## src/rtl/fpcvt_pkg.sv

```systemverilog
// fpcvt_pkg: shared types and helpers for the pipelined fixed-point to
// short-float converter.
//   rnd_e      : rounding mode carried alongside each sample
//   emax()     : largest encodable exponent for a given exponent width
//   params_ok(): legality check for the DW/EW/MW parameter combination
//   s1_t, s2_t : payloads of the sign/magnitude and normalise stages.
//                Fields are sized for the widest legal sample (DW_MAX), and
//                the unused upper bits stay zero.
package fpcvt_pkg;

  typedef enum logic {
    RND_NEAREST = 1'b0,  // round half up
    RND_TRUNC   = 1'b1   // drop the bits below the significand
  } rnd_e;

  localparam int DW_MAX = 32;
  // Widest unrounded exponent is DW_MAX-1-2 = 29, which needs 5 bits.
  localparam int E0W    = 5;

  function automatic int emax(input int ew);
    return (1 << ew) - 1;
  endfunction

  function automatic bit params_ok(input int dw, input int ew, input int mw);
    return (dw >= 6) && (dw <= DW_MAX) && (ew >= 1) && (ew <= 16) &&
           (mw >= 2) && (mw < dw) && ((dw - 1 - mw) <= emax(ew));
  endfunction

  typedef struct packed {
    logic              s;      // sign of the sample
    logic [DW_MAX-1:0] mag;    // |sample|, zero-extended
    logic              clamp;  // most-negative input was clamped
    rnd_e              rnd;
  } s1_t;

  typedef struct packed {
    logic              s;
    logic [E0W-1:0]    e0;     // exponent before rounding
    logic [DW_MAX-1:0] f0;     // truncated significand, zero-extended
    logic              r;      // first bit below the significand
    logic              clamp;
    rnd_e              rnd;
  } s2_t;

endpackage

```

## src/rtl/fpcvt_lzc.sv

```systemverilog
// fpcvt_lzc: combinational leading-zero counter.
//   d  : W-bit input vector
//   lz : number of zeros above the most significant one (W when d == 0)
module fpcvt_lzc #(
  parameter int W = 12
) (
  input  logic [W-1:0]             d,
  output logic [$clog2(W+1)-1:0]   lz
);

  localparam int LZW = $clog2(W + 1);

  // Scanning upward lets the highest set bit overwrite every lower one.
  always_comb begin
    lz = LZW'(W);
    for (int i = 0; i < W; i++) begin
      if (d[i]) lz = LZW'(W - 1 - i);
    end
  end

endmodule

```

## src/rtl/fpcvt_pipe.sv

```systemverilog
// fpcvt_pipe: three-stage pipelined converter from DW-bit two's-complement
// samples to sign / EW-bit exponent / MW-bit significand, value
// (-1)^s * f * 2^e.  A single global enable stalls every stage together.
//   clk, rst_n          : clock, asynchronous active-low reset
//   in_valid/in_ready   : input handshake (in_ready depends on pipeline state only)
//   in_data, in_round   : sample and rounding mode (0 nearest, 1 truncate)
//   out_valid/out_ready : output handshake
//   out_s, out_e, out_f : sign, exponent, significand
//   out_sat             : result was clamped (most-negative input or exponent overflow)
module fpcvt_pipe
  import fpcvt_pkg::*;
#(
  parameter int DW = 12,
  parameter int EW = 3,
  parameter int MW = 4
) (
  input  logic          clk,
  input  logic          rst_n,
  input  logic          in_valid,
  output logic          in_ready,
  input  logic [DW-1:0] in_data,
  input  logic          in_round,
  output logic          out_valid,
  input  logic          out_ready,
  output logic          out_s,
  output logic [EW-1:0] out_e,
  output logic [MW-1:0] out_f,
  output logic          out_sat
);

  if (!params_ok(DW, EW, MW)) begin : g_param_check
    $error("fpcvt_pipe: illegal DW/EW/MW combination");
  end

  localparam int                LZW      = $clog2(DW + 1);
  localparam logic [DW-1:0]     MOST_NEG = {1'b1, {(DW-1){1'b0}}};
  localparam logic [DW-1:0]     MAX_POS  = {1'b0, {(DW-1){1'b1}}};
  localparam logic [DW_MAX-1:0] MAG_KEEP = DW_MAX'({DW{1'b1}});
  localparam logic [DW_MAX-1:0] F_KEEP   = DW_MAX'({MW{1'b1}});
  localparam logic [DW-1:0]     SH_KEEP  = DW'({MW{1'b1}});

  logic en;
  logic v1, v2;
  s1_t  s1_d, s1_q;
  s2_t  s2_d, s2_q;

  // A full output register that is not being drained blocks every stage.
  assign en       = !out_valid || out_ready;
  assign in_ready = en;

  // ---------------- S1: sign / magnitude ----------------
  logic [DW-1:0] mag1;

  always_comb begin
    // NOTE: every variable gets a default before any branch, so no path
    // leaves it unassigned and no latch is inferred.
    s1_d       = '0;
    mag1       = in_data;
    s1_d.s     = in_data[DW-1];
    s1_d.rnd   = rnd_e'(in_round);
    if (in_data == MOST_NEG) begin
      // -2^(DW-1) has no positive counterpart in DW bits.
      mag1       = MAX_POS;
      s1_d.clamp = 1'b1;
    end else if (in_data[DW-1]) begin
      mag1 = -in_data;
    end
    s1_d.mag = DW_MAX'(mag1);
  end

  // ---------------- S2: normalise ----------------
  logic [DW-1:0]  mag2;
  logic [LZW-1:0] lz;
  logic [DW-1:0]  shifted;
  int             e0;

  assign mag2 = s1_q.mag[DW-1:0];

  fpcvt_lzc #(.W(DW)) u_lzc (
    .d  (mag2),
    .lz (lz)
  );

  always_comb begin
    s2_d  = '0;
    // Shift just far enough that the leading one lands in the top
    // significand bit; small values are not shifted at all.
    e0    = DW - int'(lz) - MW;
    if (e0 < 0) e0 = 0;
    shifted    = mag2 >> e0;
    s2_d.s     = s1_q.s;
    s2_d.e0    = E0W'(e0);
    s2_d.f0    = DW_MAX'(shifted[MW-1:0]);
    s2_d.clamp = s1_q.clamp;
    s2_d.rnd   = s1_q.rnd;
    if (e0 > 0) s2_d.r = |(mag2 & (DW'(1) << (e0 - 1)));
  end

  // ---------------- S3: round and pack ----------------
  logic          round_up;
  logic [MW:0]   f1;
  logic [EW:0]   e1;
  logic [MW-1:0] f_n;
  logic [EW-1:0] e_n;
  logic          sat_n;

  always_comb begin
    round_up = (s2_q.rnd == RND_NEAREST) && s2_q.r;
    f1       = {1'b0, s2_q.f0[MW-1:0]} + {{MW{1'b0}}, round_up};
    e1       = (EW+1)'(s2_q.e0);
    f_n      = f1[MW-1:0];
    sat_n    = s2_q.clamp;
    if (f1[MW]) begin
      // Rounding carried out of the significand: renormalise.
      f_n = {1'b1, {(MW-1){1'b0}}};
      e1  = e1 + (EW+1)'(1);
    end
    e_n = e1[EW-1:0];
    if (e1 > (EW+1)'(emax(EW))) begin
      e_n   = EW'(emax(EW));
      f_n   = '1;
      sat_n = 1'b1;
    end
  end

  // ---------------- registers ----------------
  // NOTE: sequential state uses non-blocking assignments so every stage
  // samples the previous stage's value from before this clock edge.
  always_ff @(posedge clk or negedge rst_n) begin
    if (!rst_n) begin
      v1        <= 1'b0;
      v2        <= 1'b0;
      out_valid <= 1'b0;
      out_s     <= 1'b0;
      out_e     <= '0;
      out_f     <= '0;
      out_sat   <= 1'b0;
    end else if (en) begin
      v1        <= in_valid;
      v2        <= v1;
      out_valid <= v2;
      if (v2) begin
        out_s   <= s2_q.s;
        out_e   <= e_n;
        out_f   <= f_n;
        out_sat <= sat_n;
      end
    end
  end

  // NOTE: intermediate payloads carry no reset; they are only observed
  // through the valid bits, which are reset.
  always_ff @(posedge clk) begin
    if (en) begin
      s1_q <= s1_d;
      s2_q <= s2_d;
    end
  end

  // Padding bits above DW/MW are constant zero; gathered here so they are
  // visibly consumed.
  logic unused_pad_bits;
  assign unused_pad_bits = ^{s1_q.mag & ~MAG_KEEP, s2_q.f0 & ~F_KEEP,
                             shifted & ~SH_KEEP};

endmodule

```

## config.mk

```make
export PLATFORM = sky130hd
export DESIGN_NAME = fpcvt_pipe
export DESIGN_NICKNAME = d
export VERILOG_FILES = /design/src/rtl/fpcvt_pkg.sv /design/src/rtl/fpcvt_lzc.sv /design/src/rtl/fpcvt_pipe.sv
export SDC_FILE = /design/constraint.sdc
export NUM_CORES = 1
export LEC_CHECK = 0
export CELL_PAD_IN_SITES_DETAIL_PLACEMENT = 1
export CELL_PAD_IN_SITES_GLOBAL_PLACEMENT = 1
export CORE_AREA = 3 3 78 80
export DETAILED_ROUTE_END_ITERATION = 6
export DIE_AREA = 0 0 81 83
export HOLD_SLACK_MARGIN = 0.03
export PLACE_DENSITY_LB_ADDON = 0.1
export SLEW_MARGIN = 20
export SYNTH_ARGS = -nofsm -noshare
export SYNTH_HDL_FRONTEND = slang
export SYNTH_SLANG_ARGS = --single-unit
```

## constraint.sdc

```tcl
create_clock -name clk -period 8.84 [get_ports clk]
set_input_delay 1.326 -clock clk [delete_from_list [all_inputs] [get_ports clk]]
set_output_delay 1.326 -clock clk [all_outputs]
set_load 0.02 [all_outputs]
```

==> results of run 1 <==
[synthesized netlist by cell type (4+ instances only)]
cell type,count,share of area
nor2b_1,5,0.012
or4_1,4,0.012
clkbuf_1,7,0.010
nand2b_1,4,0.0096
nand3_1,4,0.0077
edfxtp_1,27,0.31
nor3_1,6,0.012
ha_1,7,0.034
nor2_1,28,0.040
xnor2_1,5,0.017
inv_1,11,0.016
mux2i_1,12,0.046
nand2_1,25,0.036
a21oi_1,15,0.029
o31ai_1,5,0.014
o21ai_0,5,0.0096
dfrtp_1,12,0.12
o22a_1,4,0.013
xor2_1,10,0.034
[cell families (layout without fill, tap and decap cells)]
| kind of cell | after synthesis | after routing | share of synthesized area |
|---|---|---|---|
| AOI/OAI and AO/OA | 65 | 65 | 0.188 |
| xor gates and xnor gates | 15 | 15 | 0.0506 |
| adders and majority gates | 7 | 7 | 0.0337 |
| buffers and inverters | 25 | 50 | 0.0453 |
| DFF | 39 | 39 | 0.428 |
| muxes | 16 | 16 | 0.0679 |
| and+or+nand+nor | 97 | 97 | 0.187 |
[how the worst min path moves through the flow]
stage	endpoint	slack, ps
finish	s2_q[40]	430
global route	s2_q[0]	450
CTS	s2_q[1]	430
detailed placement	s2_q[1]	410
global placement	s2_q[1]	400
floorplan	s2_q[0]	400
[state kept, by name, summed over array words and instances, names as in the netlist]
name       flops
mag2          12
v1             1
out_sat        1
out_f          4
s2_q          12
s1_q           3
v2             1
out_e          3
out_s          1
out_valid      1
[cell type report]
cell class,instances,area share
inverter,13,0.0202
timing repair buffer,29,0.0941
clock buffer,5,0.0227
tap,72,0.0297
clock inverter,3,0.0153
sequential,39,0.366
multi-input combinational,200,0.452
[power by group]
group | switching [W] | leakage, nW | internal, W
Combinational | 0.000219 | 0.743 | 0.000170
Clock | 0.0000669 | 0.0548 | 0.0000850
Sequential | 0.0000490 | 0.403 | 0.000266
[critical path: cells and delay by family]
kind	cells	cell delay [ps]
buffers and inverters	3	1500
AND/OR/NAND/NOR	1	100
[per-stage QoR]
stage	std cells	setup WS (ps)	utilization	hold WS (ps)	total power, W
floorplan	264	5060	-	400	0.000570
global placement	353	4600	0.533	402	0.000687
detailed placement	353	4570	0.533	407	0.000697
CTS	361	4550	0.554	427	0.000857
global route	361	4320	0.554	450	0.000913
finish	361	4560	0.554	425	0.000855
[routing by layer]
layer / vias to the layer above / routed length, µm / part of all wire / GRT usage
met5: - / 0 / 0 / 0
met4: 0 / 15 / 0.0022 / 0.0292
met3: 2 / 186 / 0.027 / 0.0293
met2: 49 / 3610 / 0.53 / 0.386
met1: 1076 / 2960 / 0.44 / 0.269
li1: 1036 / - / - / -
==> reports/results.tsv, run 1 <==
metric	value	unit
status	completed	
cts.path.max_buffers	2	
worstMarginPinSlew	684	ps
num_vias	2163	
yosys_warnings	0	
layout-drive-gt1-share	0.0761	
cts.sinks	39	
synth-edff-count	27	
ant_nets	0	
coreArea	5470	µm²
rrSetupSlack	4680	ps
hpwl	4890	µm
wl	6770	µm
final_common_cell	nor2_1	
cp_slowest_cell	clkdlybuf4s50_1	
required	7510	ps
setup_viol	0	
grt.total_usage	0.212	
rr_startpoint	mag2[7]	
nNetsFinal	312	
multi_input_area	1370	µm²
synth_area	2600	µm²
relSlewSlack	0.540	
die_area	6720	µm²
fill_cells	632	
dieHeight	83	µm
start_kind	primary input	
cts_tree	yes	
p_leak	1.20	nW
avgViaCountPerCell	5.99	
synth.avg_cell_area	9.84	µm²
rsz0062_at_grt	no	
peakVddDrop	120	µV
grt_pass1_vias	2235	
slowest_delay	680	ps
p_per_area	282	nW/µm²
grt_start_max_net_pins	33	
finalInstanceArea	3030	µm²
crit_path_start	out_ready	
reg2regPathDepth	16	
clock_skew	1.46	ps
n_antenna_cell	0	
worstSetupPathType	in -> out	
numCtsBuffers	5	
layout_common_cells	nor2_1, clkdlybuf4s50_1, edfxtp_1, nand2_1, a21oi_1	
routedWlPerCell	18.8	µm
placed_area	2920	µm²
place_congestion	0.856	
drt-initial-drc-count	138	
cp-end-kind	output pin	
syn_nets	288	
post-route-period-util	0.484	
fmax	234	MHz
grt_first_pass_wirelength	11300	µm
synth_cell_type_count	60	
num_rows	27	
clkSlewWorstSetupHoldPaths	80	ps
postCtsHoldBufs	0	
async_reset_ff_frac	0.308	
cts_resized	0	
seq_area_frac_synth	0.428	
min_period	4280	ps
post_cts_buffers	0	
cp_common_cell	clkdlybuf4s50_1	
die_x	81	µm
hold_depth	0	
dr.pass1.iters	4	
hold_viol	0	
crit_end	in_ready	
cts-root-buf	clkbuf_8	
hold_start	s1_q[34]	
finalMaxSlewViolations	0	
syn_to_final_growth	16.7	%
synthCells	264	
htree_levels	2	
cap_violations	0	
yosys_register_bits	39	
reg2reg_to	s2_q[2]	
seqCellArea	1110	µm²
ios	28	
setup_tns	0	ps
clk_latency	290	ps
antenna_found_initial	0	
grt_overflow	0	
remaining_drc_errors	0	
min_path_type	reg -> reg	
yosys_most_used_dff	edfxtp_1	
cp_cell_sequence	clkdlybuf4s50_1 > nand2b_1 > buf_4 > clkdlybuf4s50_1	
portBuffers	27	
cp_data_arrival_time	2950	ps
crit_fanout	32	
initial_core_util	0.475	
No activity file was read; power rests on OpenSTA's default activity.
==> run 2, diff against run 1 <==
--- a/config.mk
+++ b/config.mk
@@ -7,9 +7,9 @@
 export LEC_CHECK = 0
 export CELL_PAD_IN_SITES_DETAIL_PLACEMENT = 1
 export CELL_PAD_IN_SITES_GLOBAL_PLACEMENT = 1
-export CORE_AREA = 3 3 78 80
+export CORE_AREA = 3 3 85 87
 export DETAILED_ROUTE_END_ITERATION = 6
-export DIE_AREA = 0 0 81 83
+export DIE_AREA = 0 0 88 90
 export HOLD_SLACK_MARGIN = 0.03
 export PLACE_DENSITY_LB_ADDON = 0.1
 export SLEW_MARGIN = 20
==> constraint.sdc (replaced) <==
create_clock -name clk -period 3.7 [get_ports clk]
set_input_delay 0.555 -clock clk [delete_from_list [all_inputs] [get_ports clk]]
set_output_delay 0.555 -clock clk [all_outputs]
set_load 0.02 [all_outputs]
==> run 2 against run 1 <==
  * Clock skew grew 5.0 ps
  * Clock-buffer cell count grew 3
  * Sequential cell count is the same
  * Clock power grew 140%
  * Critical endpoint is now s2_q[2]
  * Largest cell class unchanged
  * Largest power group unchanged
==> reports/results.tsv, run 2 (synthesis gave the netlist of run 1 again) <==
metric	value	unit	change
status	completed		unchanged
hold_viol	0		unchanged
required	3740	ps	was 7510 ps
place_congestion	0.836		was 0.856
instances_no_fill	378		was 361
worstSetupPathType	reg -> reg		was in -> out
total_power	0.00210	W	was 0.000855 W
cp_data_arrival_time	3510	ps	was 2950 ps
cts.sinks	39		unchanged
worstMarginPinSlew	588	ps	was 684 ps
cp-end-kind	flop		was output pin
layout_common_cells	nor2_1, clkdlybuf4s50_1, edfxtp_1, nand2_1, a21oi_1		unchanged
post-route-util	0.491		was 0.554
wl	7140	µm	was 6770 µm
grt_pass1_vias	2197		was 2,235
fmax	288	MHz	
grt_start_max_net_pins	31		was 33
n_antenna_cell	0		unchanged
die_x	88	µm	was 81 µm
finalMaxSlewViolations	0		unchanged
cts-root-buf	clkbuf_8		unchanged
cts.path.max_buffers	2		unchanged
coreArea	6420	µm²	was 5470 µm²
min_path_type	reg -> reg		unchanged
dr.pass1.iters	4		unchanged
postCtsHoldBufs	0		unchanged
clock_skew	6.47	ps	was 1.46 ps
cts_tree	yes		unchanged
ios	28		unchanged
avgViaCountPerCell	5.61		was 5.99
p_leak	1.27	nW	was 1.20 nW
grt.total_usage	0.191		was 0.212
placed_area	3010	µm²	was 2920 µm²
dpl.cell_count	369		was 353
numCtsBuffers	5		unchanged
portBuffers	27		unchanged
clk_latency	290	ps	about the same
min_period	3480	ps	
post-route-period-util	0.939		
die_area	7920	µm²	was 6720 µm²
hold_start	s1_q[34]		unchanged
setup_viol	0		unchanged
cap_violations	0		unchanged
peakVddDrop	306	µV	was 120 µV
grt_first_pass_wirelength	11600	µm	was 11,300 µm
grt_overflow	0		unchanged
num_rows	29		was 27
finalInstanceArea	3150	µm²	was 3030 µm²
nNetsFinal	324		was 312
drt-initial-drc-count	85		was 138
p_per_area	664	nW/µm²	was 282 nW/µm²
num_vias	2122		was 2,163
ant_nets	0		unchanged
relSlewSlack	0.603		was 0.540
holdWs	428	ps	was 425 ps
rr_startpoint	mag2[1]		was mag2[7]
htree_levels	2		unchanged
initial_core_util	0.405		was 0.475
dieHeight	90	µm	was 83 µm
routedWlPerCell	18.9	µm	was 18.8 µm
syn_to_final_growth	21.4	%	was 16.7%
hold_depth	0		unchanged
crit_path_start	mag2[1]		was out_ready
hpwl	5780	µm	was 4890 µm
start_kind	flop		was primary input
reg2regPathDepth	16		unchanged
crit_fanout	8		was 32
layout-drive-gt1-share	0.120		was 0.0761
clkSlewWorstSetupHoldPaths	70	ps	was 80 ps
antenna_found_initial	0		unchanged
remaining_drc_errors	0		unchanged
run 2: report_power, final:
part / internal, W / switching (W) / leakage (nW)
sequential: 0.000636 / 0.0000996 / 0.403
combinational: 0.000441 / 0.000557 / 0.802
clock: 0.000215 / 0.000147 / 0.0618
run 2: repair_timing:
| action | CTS | global route |
|---|---|---|
| buffers inserted | 0 | 1 |
| endpoints found under the setup margin | 0 | 1 |
| resized for setup | 0 | 3 |
| endpoints found under the hold margin | 0 | 0 |
run 2: layout make-up:
type	instances	area (µm²)
tap	77	96.3
clock buffer	8	123
fill	735	3270
sequential	39	1110
inverter	13	61.3
timing repair buffer	41	375
multi-input combinational	200	1390
run 2: final timing paths:
| kind | to | slack (ps) |
|---|---|---|
| worst max-delay path | s2_q[2] | 220 |
| worst min-delay path | s2_q[40] | 430 |
| worst max register to register | s2_q[2] | 220 |
| worst min register to register | s2_q[40] | 430 |
| max in group asynchronous | v1 | 2700 |
| min in group asynchronous | out_f[3] | 620 |
run 2: critical path, cell delays in order (launching register included):
cell and delay, ps:
edfxtp_1 450, nand2b_1 190, a221o_1 350, a211oi_4 260
inv_2 60, ha_1 220, inv_1 80, a211o_1 160
or2_4 140, and2_4 180, clkinv_8 70, ha_2 400
a21oi_1 90, o22ai_1 130, a221oi_1 110, o41ai_1 250
a21oi_1 70
run 2: metal layers:
metal	vias to the layer above	share of wire	global-route usage
met4	0	0.013	0.0358
met3	9	0.031	0.0338
met2	39	0.53	0.345
met5	-	0	0
li1	1052	-	-
met1	1022	0.43	0.234
run 2: stage by stage:
step / setup WS (ps) / TNS (ps)
2_1_floorplan: 64.4 / 0
3_3_place_gp: 297 / 0
3_5_place_dp: 231 / 0
4_1_cts: 219 / 0
5_1_grt: -5.07 / -5.07
6_report: 224 / 0
